`config.mk`:
```
export PLATFORM = sky130hd
export DESIGN_NAME = dmem_arbiter
export DESIGN_NICKNAME = d
export VERILOG_FILES = /design/src/rtl/dmem_arb_pkg.sv /design/src/rtl/dmem_arb_rdpipe.sv /design/src/rtl/dmem_arbiter.sv
export SDC_FILE = /design/constraint.sdc
export NUM_CORES = 1
export LEC_CHECK = 0
export ABC_AREA = 1
export CAP_MARGIN = 10
export CORE_AREA = 8 8 95 97
export DETAILED_ROUTE_END_ITERATION = 16
export DIE_AREA = 0 0 103 105
export GPL_TIMING_DRIVEN = 0
export PLACE_DENSITY = 0.82
export SYNTH_ARGS = -nofsm -noshare
export SYNTH_HDL_FRONTEND = slang
export SYNTH_SLANG_ARGS = --single-unit
```
`constraint.sdc`:
```
create_clock -name clock -period 2.1 [get_ports clock]
set_input_delay 0.525 -clock clock [delete_from_list [all_inputs] [get_ports clock]]
set_output_delay 0.525 -clock clock [all_outputs]
set_load 0.1 [all_outputs]
```
`src/rtl/dmem_arb_pkg.sv`:
```
// Shared types and defaults for the data-memory arbiter.
// Owner states and last-served encoding live here.
package dmem_arb_pkg;

  localparam int ADDR_W_DEF = 12;
  localparam int DATA_W_DEF = 32;

  typedef enum logic [1:0] {
    IDLE,
    OWN_A,
    OWN_B
  } own_e;

  typedef enum logic {
    SRV_A,
    SRV_B
  } srv_e;

endpackage

```
`src/rtl/dmem_arb_rdpipe.sv`:
```
// Read-return pipeline: remembers which side issued a read
// and steers the syncram output to it one cycle later.
module dmem_arb_rdpipe #(
  parameter int DATA_W = 32
) (
  input  logic              clock,
  input  logic              reset,
  input  logic              a_rd,
  input  logic              b_rd,
  input  logic [DATA_W-1:0] q_dmem,
  output logic              a_rvalid,
  output logic [DATA_W-1:0] a_rdata,
  output logic              b_rvalid,
  output logic [DATA_W-1:0] b_rdata
);

  logic a_pend;
  logic b_pend;

  always_ff @(posedge clock or negedge reset) begin
    if (!reset) begin
      a_pend <= 1'b0;
      b_pend <= 1'b0;
    end else begin
      a_pend <= a_rd;
      b_pend <= b_rd;
    end
  end

  assign a_rvalid = a_pend;
  assign b_rvalid = b_pend;
  assign a_rdata  = a_pend ? q_dmem : '0;
  assign b_rdata  = b_pend ? q_dmem : '0;

endmodule

```
`src/rtl/dmem_arbiter.sv`:
```
// Two-port arbiter in front of a single-port dmem with
// alternating tie-break and bounded locked bursts.
module dmem_arbiter
  import dmem_arb_pkg::*;
#(
  parameter int ADDR_W    = ADDR_W_DEF,
  parameter int DATA_W    = DATA_W_DEF,
  parameter int MAX_BURST = 8
) (
  input  logic              clock,
  input  logic              reset,
  input  logic              a_req,
  input  logic              a_we,
  input  logic              a_lock,
  input  logic [ADDR_W-1:0] a_addr,
  input  logic [DATA_W-1:0] a_wdata,
  input  logic              b_req,
  input  logic              b_we,
  input  logic              b_lock,
  input  logic [ADDR_W-1:0] b_addr,
  input  logic [DATA_W-1:0] b_wdata,
  output logic              a_gnt,
  output logic              b_gnt,
  output logic              a_rvalid,
  output logic              b_rvalid,
  output logic [DATA_W-1:0] a_rdata,
  output logic [DATA_W-1:0] b_rdata,
  output logic [ADDR_W-1:0] address_dmem,
  output logic [DATA_W-1:0] data,
  output logic              wren,
  input  logic [DATA_W-1:0] q_dmem
);

  localparam int CNT_W = $clog2(MAX_BURST + 1);
  localparam logic [CNT_W-1:0] MAXC = CNT_W'(MAX_BURST);
  localparam logic [CNT_W-1:0] ONE  = CNT_W'(1);

  own_e             state, state_d;
  srv_e             last_srv, srv_d;
  logic [CNT_W-1:0] cnt, cnt_d;
  logic             a_win, b_win;

  always_ff @(posedge clock or negedge reset) begin
    if (!reset) begin
      state    <= IDLE;
      last_srv <= SRV_B;
      cnt      <= '0;
    end else begin
      state    <= state_d;
      last_srv <= srv_d;
      cnt      <= cnt_d;
    end
  end

  always_comb begin
    a_win = 1'b0;
    b_win = 1'b0;
    case (state)
      IDLE: begin
        unique case (1'b1)
          a_req & ~b_req: a_win = 1'b1;
          b_req & ~a_req: b_win = 1'b1;
          a_req & b_req: begin
            a_win = (last_srv == SRV_B);
            b_win = (last_srv == SRV_A);
          end
          default: ;
        endcase
      end
      OWN_A:   a_win = a_req;
      OWN_B:   b_win = b_req;
      default: ;
    endcase
  end

  // Grants are combinational, so mask them while reset is held.
  assign a_gnt = a_win & reset;
  assign b_gnt = b_win & reset;

  always_comb begin
    state_d = state;
    srv_d   = last_srv;
    cnt_d   = cnt;
    if (a_gnt) srv_d = SRV_A;
    if (b_gnt) srv_d = SRV_B;
    case (state)
      IDLE: begin
        if (a_gnt && a_lock) begin
          cnt_d = ONE;
          if (MAXC != ONE) state_d = OWN_A;
        end else if (b_gnt && b_lock) begin
          cnt_d = ONE;
          if (MAXC != ONE) state_d = OWN_B;
        end
      end
      OWN_A: begin
        if (a_gnt) cnt_d = cnt + ONE;
        if (!a_req || !a_lock) state_d = IDLE;
        else if (cnt_d == MAXC) state_d = IDLE;
      end
      OWN_B: begin
        if (b_gnt) cnt_d = cnt + ONE;
        if (!b_req || !b_lock) state_d = IDLE;
        else if (cnt_d == MAXC) state_d = IDLE;
      end
      default: state_d = IDLE;
    endcase
  end

  always_comb begin
    address_dmem = '0;
    data         = '0;
    wren         = 1'b0;
    if (a_gnt) begin
      address_dmem = a_addr;
      data         = a_wdata;
      wren         = a_we;
    end else if (b_gnt) begin
      address_dmem = b_addr;
      data         = b_wdata;
      wren         = b_we;
    end
  end

  dmem_arb_rdpipe #(
    .DATA_W(DATA_W)
  ) u_rdpipe (
    .clock   (clock),
    .reset   (reset),
    .a_rd    (a_gnt & ~a_we),
    .b_rd    (b_gnt & ~b_we),
    .q_dmem  (q_dmem),
    .a_rvalid(a_rvalid),
    .a_rdata (a_rdata),
    .b_rvalid(b_rvalid),
    .b_rdata (b_rdata)
  );

endmodule

```
# Word-level counts from Yosys, hierarchy flattened
# Index checks and enable logic that the tools add are counted.
[totals]
word_cells = 66
inputBits = 128
register_bits = 9
output_inout_bits = 113
[classes]
eq_ne = 7
n_reduce_logical = 13
bitwise_logic = 12
mux = 28
addsub = 1
[op_table]
columns = ["cell", "count"]
rows = [
  ["two-way mux 32 bit", 4],
  ["two-way mux 12 bit", 2],
  ["two-way mux 4 bit", 6],
  ["two-way mux 2 bit", 6],
  ["one-hot mux 4 bit (3 select lines)", 1],
  ["!= test 3 bit (second input constant)", 3],
  ["equality test 4 bit (second input constant)", 2],
  ["one-hot mux 1 bit (2 select lines)", 4],
  ["AND 1 bit", 7],
  ["one-hot mux 2 bit (3 select lines)", 1],
  ["inverter 1 bit", 5],
  ["adder 4 x 1 -> 4 bit (second input constant)", 1],
  ["logical NOT 1 bit", 4],
  ["two-way mux 1 bit", 4],
  ["AND reduction 3 bit", 1],
  ["nonzero test 3 bit", 1],
  ["equality test 2 x 1 -> 1 bit (second input constant)", 1],
  ["equality test 2 bit (second input constant)", 1],
  ["logical AND 1 bit", 2],
  ["logical NOT 2 bit", 1],
  ["logical OR 1 bit", 2],
  ["AND reduction 2 bit", 1],
  ["nonzero test 2 bit", 1],
]

# Depth between registers and ports, before layout
[logic_depth]
ltp_word = 11
ltp_mapped = 13
ltp_nobuf = 13

# Modules after synthesis
# From an unflattened synthesis, not the netlist that was laid out.
[hier_totals]
cells_unflattened = 395
area_unflattened_um2 = 1936.9
[by_module_without_submodules]
columns = ["mod", "instances", "area_per_inst_um2", "cells_each", "seq_area_each_um2"]
rows = [
  ["dmem_arbiter", 1, 1338.8, 259, 176.4],
  ["dmem_arb_rdpipe", 1, 598.1, 136, 50.0],
]

# Least setup slack after synthesis
# OpenSTA, ideal clock, no wires.
[synth_timing]
kind = "register -> output"
from = "register state[0]"
to = "output port wren"
path_buffers = 2
required_ns = 1.575
path_stages_with_launch = 9
t_arrival_ns = 2.746
path_slack_ns = -1.171
path_cell_list = "dfrtp_1 inv_1 ha_1 nand2_1 nand2_4 nand2_4 buf_2 buf_2 a21oi_1"
[synth_between]
elab_chain_len = 5
word_cells_on_any_way = 9
classes_between = "eq/ne (2); mux (4); bitwise (2); reduce/logical (1)"
[synth_rtl]
columns = ["element", "line", "rtl"]
rows = [
  ["start: declaration", "dmem_arbiter.sv:38", "own_e state, state_d;"],
  ["start signal: assignment", "dmem_arbiter.sv:49", "state <= state_d;"],
  ["equality test 2 bit / logical NOT 2 bit (equally long branches)", "dmem_arbiter.sv:58", "case (state)"],
  ["one-hot mux 1 bit (2 select lines)", "dmem_arbiter.sv:58", ""],
  ["AND 1 bit", "dmem_arbiter.sv:78", "assign b_gnt = b_win & reset;"],
  ["two-way mux 1 bit", "dmem_arbiter.sv:118", "end else if (b_gnt) begin"],
  ["two-way mux 1 bit (*)", "dmem_arbiter.sv:114", "if (a_gnt) begin"],
  ["end: declaration", "dmem_arbiter.sv:30", "output logic wren,"],
]
# Every way passes the cells marked *; elsewhere a longest branch is shown, timed or not.

# Worst setup path in the final report
[layout_timing]
from = "register state[0]"
to = "output port data[2]"
[layout_between]
elab_chain_len = 5
word_cells_on_any_way = 9
classes_between = "eq/ne (2); mux (4); bitwise (2); reduce/logical (1)"
[layout_rtl]
columns = ["element", "line", "rtl"]
rows = [
  ["equality test 2 bit / logical NOT 2 bit (equally long branches)", "dmem_arbiter.sv:58", ""],
  ["one-hot mux 1 bit (2 select lines)", "dmem_arbiter.sv:58", ""],
  ["AND 1 bit", "dmem_arbiter.sv:78", ""],
  ["two-way mux 32 bit", "dmem_arbiter.sv:118", ""],
  ["two-way mux 32 bit (*)", "dmem_arbiter.sv:114", ""],
  ["end: declaration", "dmem_arbiter.sv:29", "output logic [DATA_W-1:0] data,"],
]
# Marked as above.

==> results.yml <==
setup_path:
  cp_slowest_cell: "dfrtp_1"
  r2r_slack_ns: -0.12
  critPathRequiredTime_ns: 1.57
  cp_max_fo: 5
  cp_data_arrival_time_ns: 2.06
  startpoint_type: "flop"
  crit_buf_inv: 6
  path_cells: "inv_2, ha_4, inv_2, a21oi_4, buf_8, buf_12, buf_12, nand3_2, nand2_4, buf_12"
  cp.depth: 10
  r2r_cells: 15
  cp_top_family: "buffers and inverters"
  slowest_delay_ns: 0.41
  crit_type: "flop to output pin"
  cpMostUsedCell: "buf_12"
  crit_path_end_kind: "output pin"
floorplanning:
  coreArea_mm2: 0.007527
  die_h_um: 105
  ioPinCount: 241
  start_util_pct: 25.10
  dieArea_mm2: 0.01082
  die_w_um: 103
  num_rows: 32
routing:
  wl_mm: 18.30
  ant_nets: 0
  wl_per_cell_um: 23.67
  via_per_inst: 5.160
  firstDrtPassIters: 7
  vias: 3989
  first_iter_violations: 416
  drcViolationCount: 0
sta:
  fin_crit_sh_pct: 122.9
  finalSetupViolCount: 53
  fin_setup_tns_ns: -19.67
  period_needed_ns: 2.581
  worst_slew_pin_slew_ns: 0.9783
  hold_violations: 0
  fmax_ghz: 0.3875
  hold_slack_ns: 0.1352
  skew_ns: 0.001453
  slew_violations: 0
  max_slew_margin_pct: 35.03
  final.setup.worst_slack_ns: -0.4809
  rsz0062_at_grt: "true"
cells_and_area:
  nFillCells: 376
  diodes: 0
  drive_above_1_share_pct: 55.44
  final_common_cell: "clkdlybuf4s50_1"
  layout_common_cells: "clkdlybuf4s50_1 (124), nand2_1 (122), buf_4 (75), buf_12 (62), clkinvlp_4 (60)"
  areaGrowthSynthToFinish_pct: 250.1
  final_nets: 804
synth:
  synthTopCellsByArea: "nand2_1 (39%), nand3_1 (15%), inv_1 (15%)"
  synth_edf_count: 0
  yosys_warnings: 0
  synth-seq-cells: 9
  seq_area_frac_synth_pct: 11.99
  synth_nets: 527
  synth_top_area_share_pct: 39.14
  synth_top_area_cell: "nand2_1"
  syn_area_per_cell_um2: 4.783
  syn-cell-area_mm2: 0.001889
  syn_inst: 395
  synth_ff_type: "dfrtp_1"
  ys_types: 22
  synthArstFlopShare_pct: 100.0
grt:
  overflow: 0
  grt_first_pass_wirelength_mm: 21.71
  antenna_found_initial: 0
  grt_max_degree: 12
  grt_usage_pct: 25.67
  grt_pass1_vias: 3957
min_path:
  hold_class: "input pin to asynchronous set/reset pin"
job:
  drv_cap: 0
placed_design:
  hpwlAfterDp_mm: 10.14
  io_buffers: 240
  gp_congestion: 0.9285
status:
  violations: "setup timing"
  status: "finished with violations"
cts:
  cts_hold_buf: 0
  cts_buffers: 3
  clockBufferDepth: 2
  cts-root-buf: "clkbuf_8"
  cts_sinks: 9
  cts_tree: "done"
  clk_pin_slew_ns: 0.05
  worstSkewPairLatency_ns: 0.25
  cts_max_level: 1
power_and_ir_drop:
  p_sw_share_pct: 60.81
  p_leak_nw: 2.714
  p_comb_share_pct: 91.7
  irDropWorstVdd_mv: 0.8458
  power-per-cell-area_mw_per_mm2: 951.9
  p_clk_share_pct: 3.5
  intPower_w: 0.002468
  p_seq_share_pct: 4.9
  p_sw_w: 0.003828
-- per-stage QoR --
step | cells | setup slack (ns) | power (W) | utilization [%] | cell area (µm²)
after floorplan | 395 | -0.2355 | 0.003321 | - | 2485
after detailed placement | 737 | -2.010 | 0.004295 | 66.62 | 5015
after global routing | 773 | -0.5329 | 0.006447 | 87.87 | 6614
final | 773 | -0.4809 | 0.006296 | 87.87 | 6614
after CTS | 759 | -0.3227 | 0.005629 | 80.98 | 6096
after global placement | 737 | -1.963 | 0.004259 | 66.62 | 5015
-- per-layer routing --
metal  GRT usage (%)  vias up  share of wire (%)  wire, µm
li1                -     1739                  -         -
met1           24.80     1834                 31      5730
met2           47.28      329                 50      9232
met3           10.48       87                 12      2208
met4           8.790        0                6.2      1126
met5               0        -                  0         0
-- power by group through the flow --
stage	sequential [W]	clock, W	combinational [W]
floorplan	0.000302	0	0.00302
global placement	0.000284	0	0.00398
detailed placement	0.000288	0	0.00401
CTS	0.000287	0.000210	0.00513
global route	0.000308	0.000227	0.00591
finish	0.000306	0.000218	0.00577
-- registers in the layout, indices dropped and copies added (netlist names) --
signal and count:
cnt 4, last_srv 1, state 2, u_rdpipe.a_rvalid 1, u_rdpipe.b_rvalid 1
-- cell type report --
class / instances / area, µm² / area share [%]
Clock buffer: 3 / 41.29 / 0.6243
Timing Repair Buffer: 273 / 3199 / 48.37
Multi-Input combinational cell: 287 / 2188 / 33.09
Tap cell: 102 / 127.6 / 1.930
Sequential cell: 9 / 229.0 / 3.462
Buffer: 20 / 295.3 / 4.465
Inverter: 78 / 528.0 / 7.983
Clock inverter: 1 / 5.005 / 0.07567
-- final timing paths --
kind                                from  endpoint
worst max-delay path            state[0]   data[2]
worst min-delay path               reset  state[0]
worst max register to register  state[0]  state[1]
worst min register to register  last_srv  last_srv
max in group asynchronous          reset  last_srv
min in group clock              last_srv  last_srv
-- Yosys cell counts (3+ instances only) --
cell type  instances
a21oi_1            3
buf_2             13
clkbuf_1           6
dfrtp_1            8
ha_1               4
inv_1             73
inv_2              5
nand2_1          197
nand2_2            3
nand2_4            3
nand3_1           55
nand4_1            3
nor2_1            10
-- kinds of logic after synthesis --
logic type	share of synthesized area [%]
flops	11.99
compound gates	4.106
simple gates	60.33
fa+ha+maj	2.649
buf+inv	20.93
-- timing repair --
| item | 4_1_cts | 5_1_grt |
|---|---|---|
| resized for setup | 935 | 71 |
| buffers inserted | 12 | 8 |
| pin swaps | 12 | 15 |
| setup endpoints to repair | 119 | 73 |
| cloned | 6 | 8 |
No activity file was read; power rests on OpenSTA's default activity.
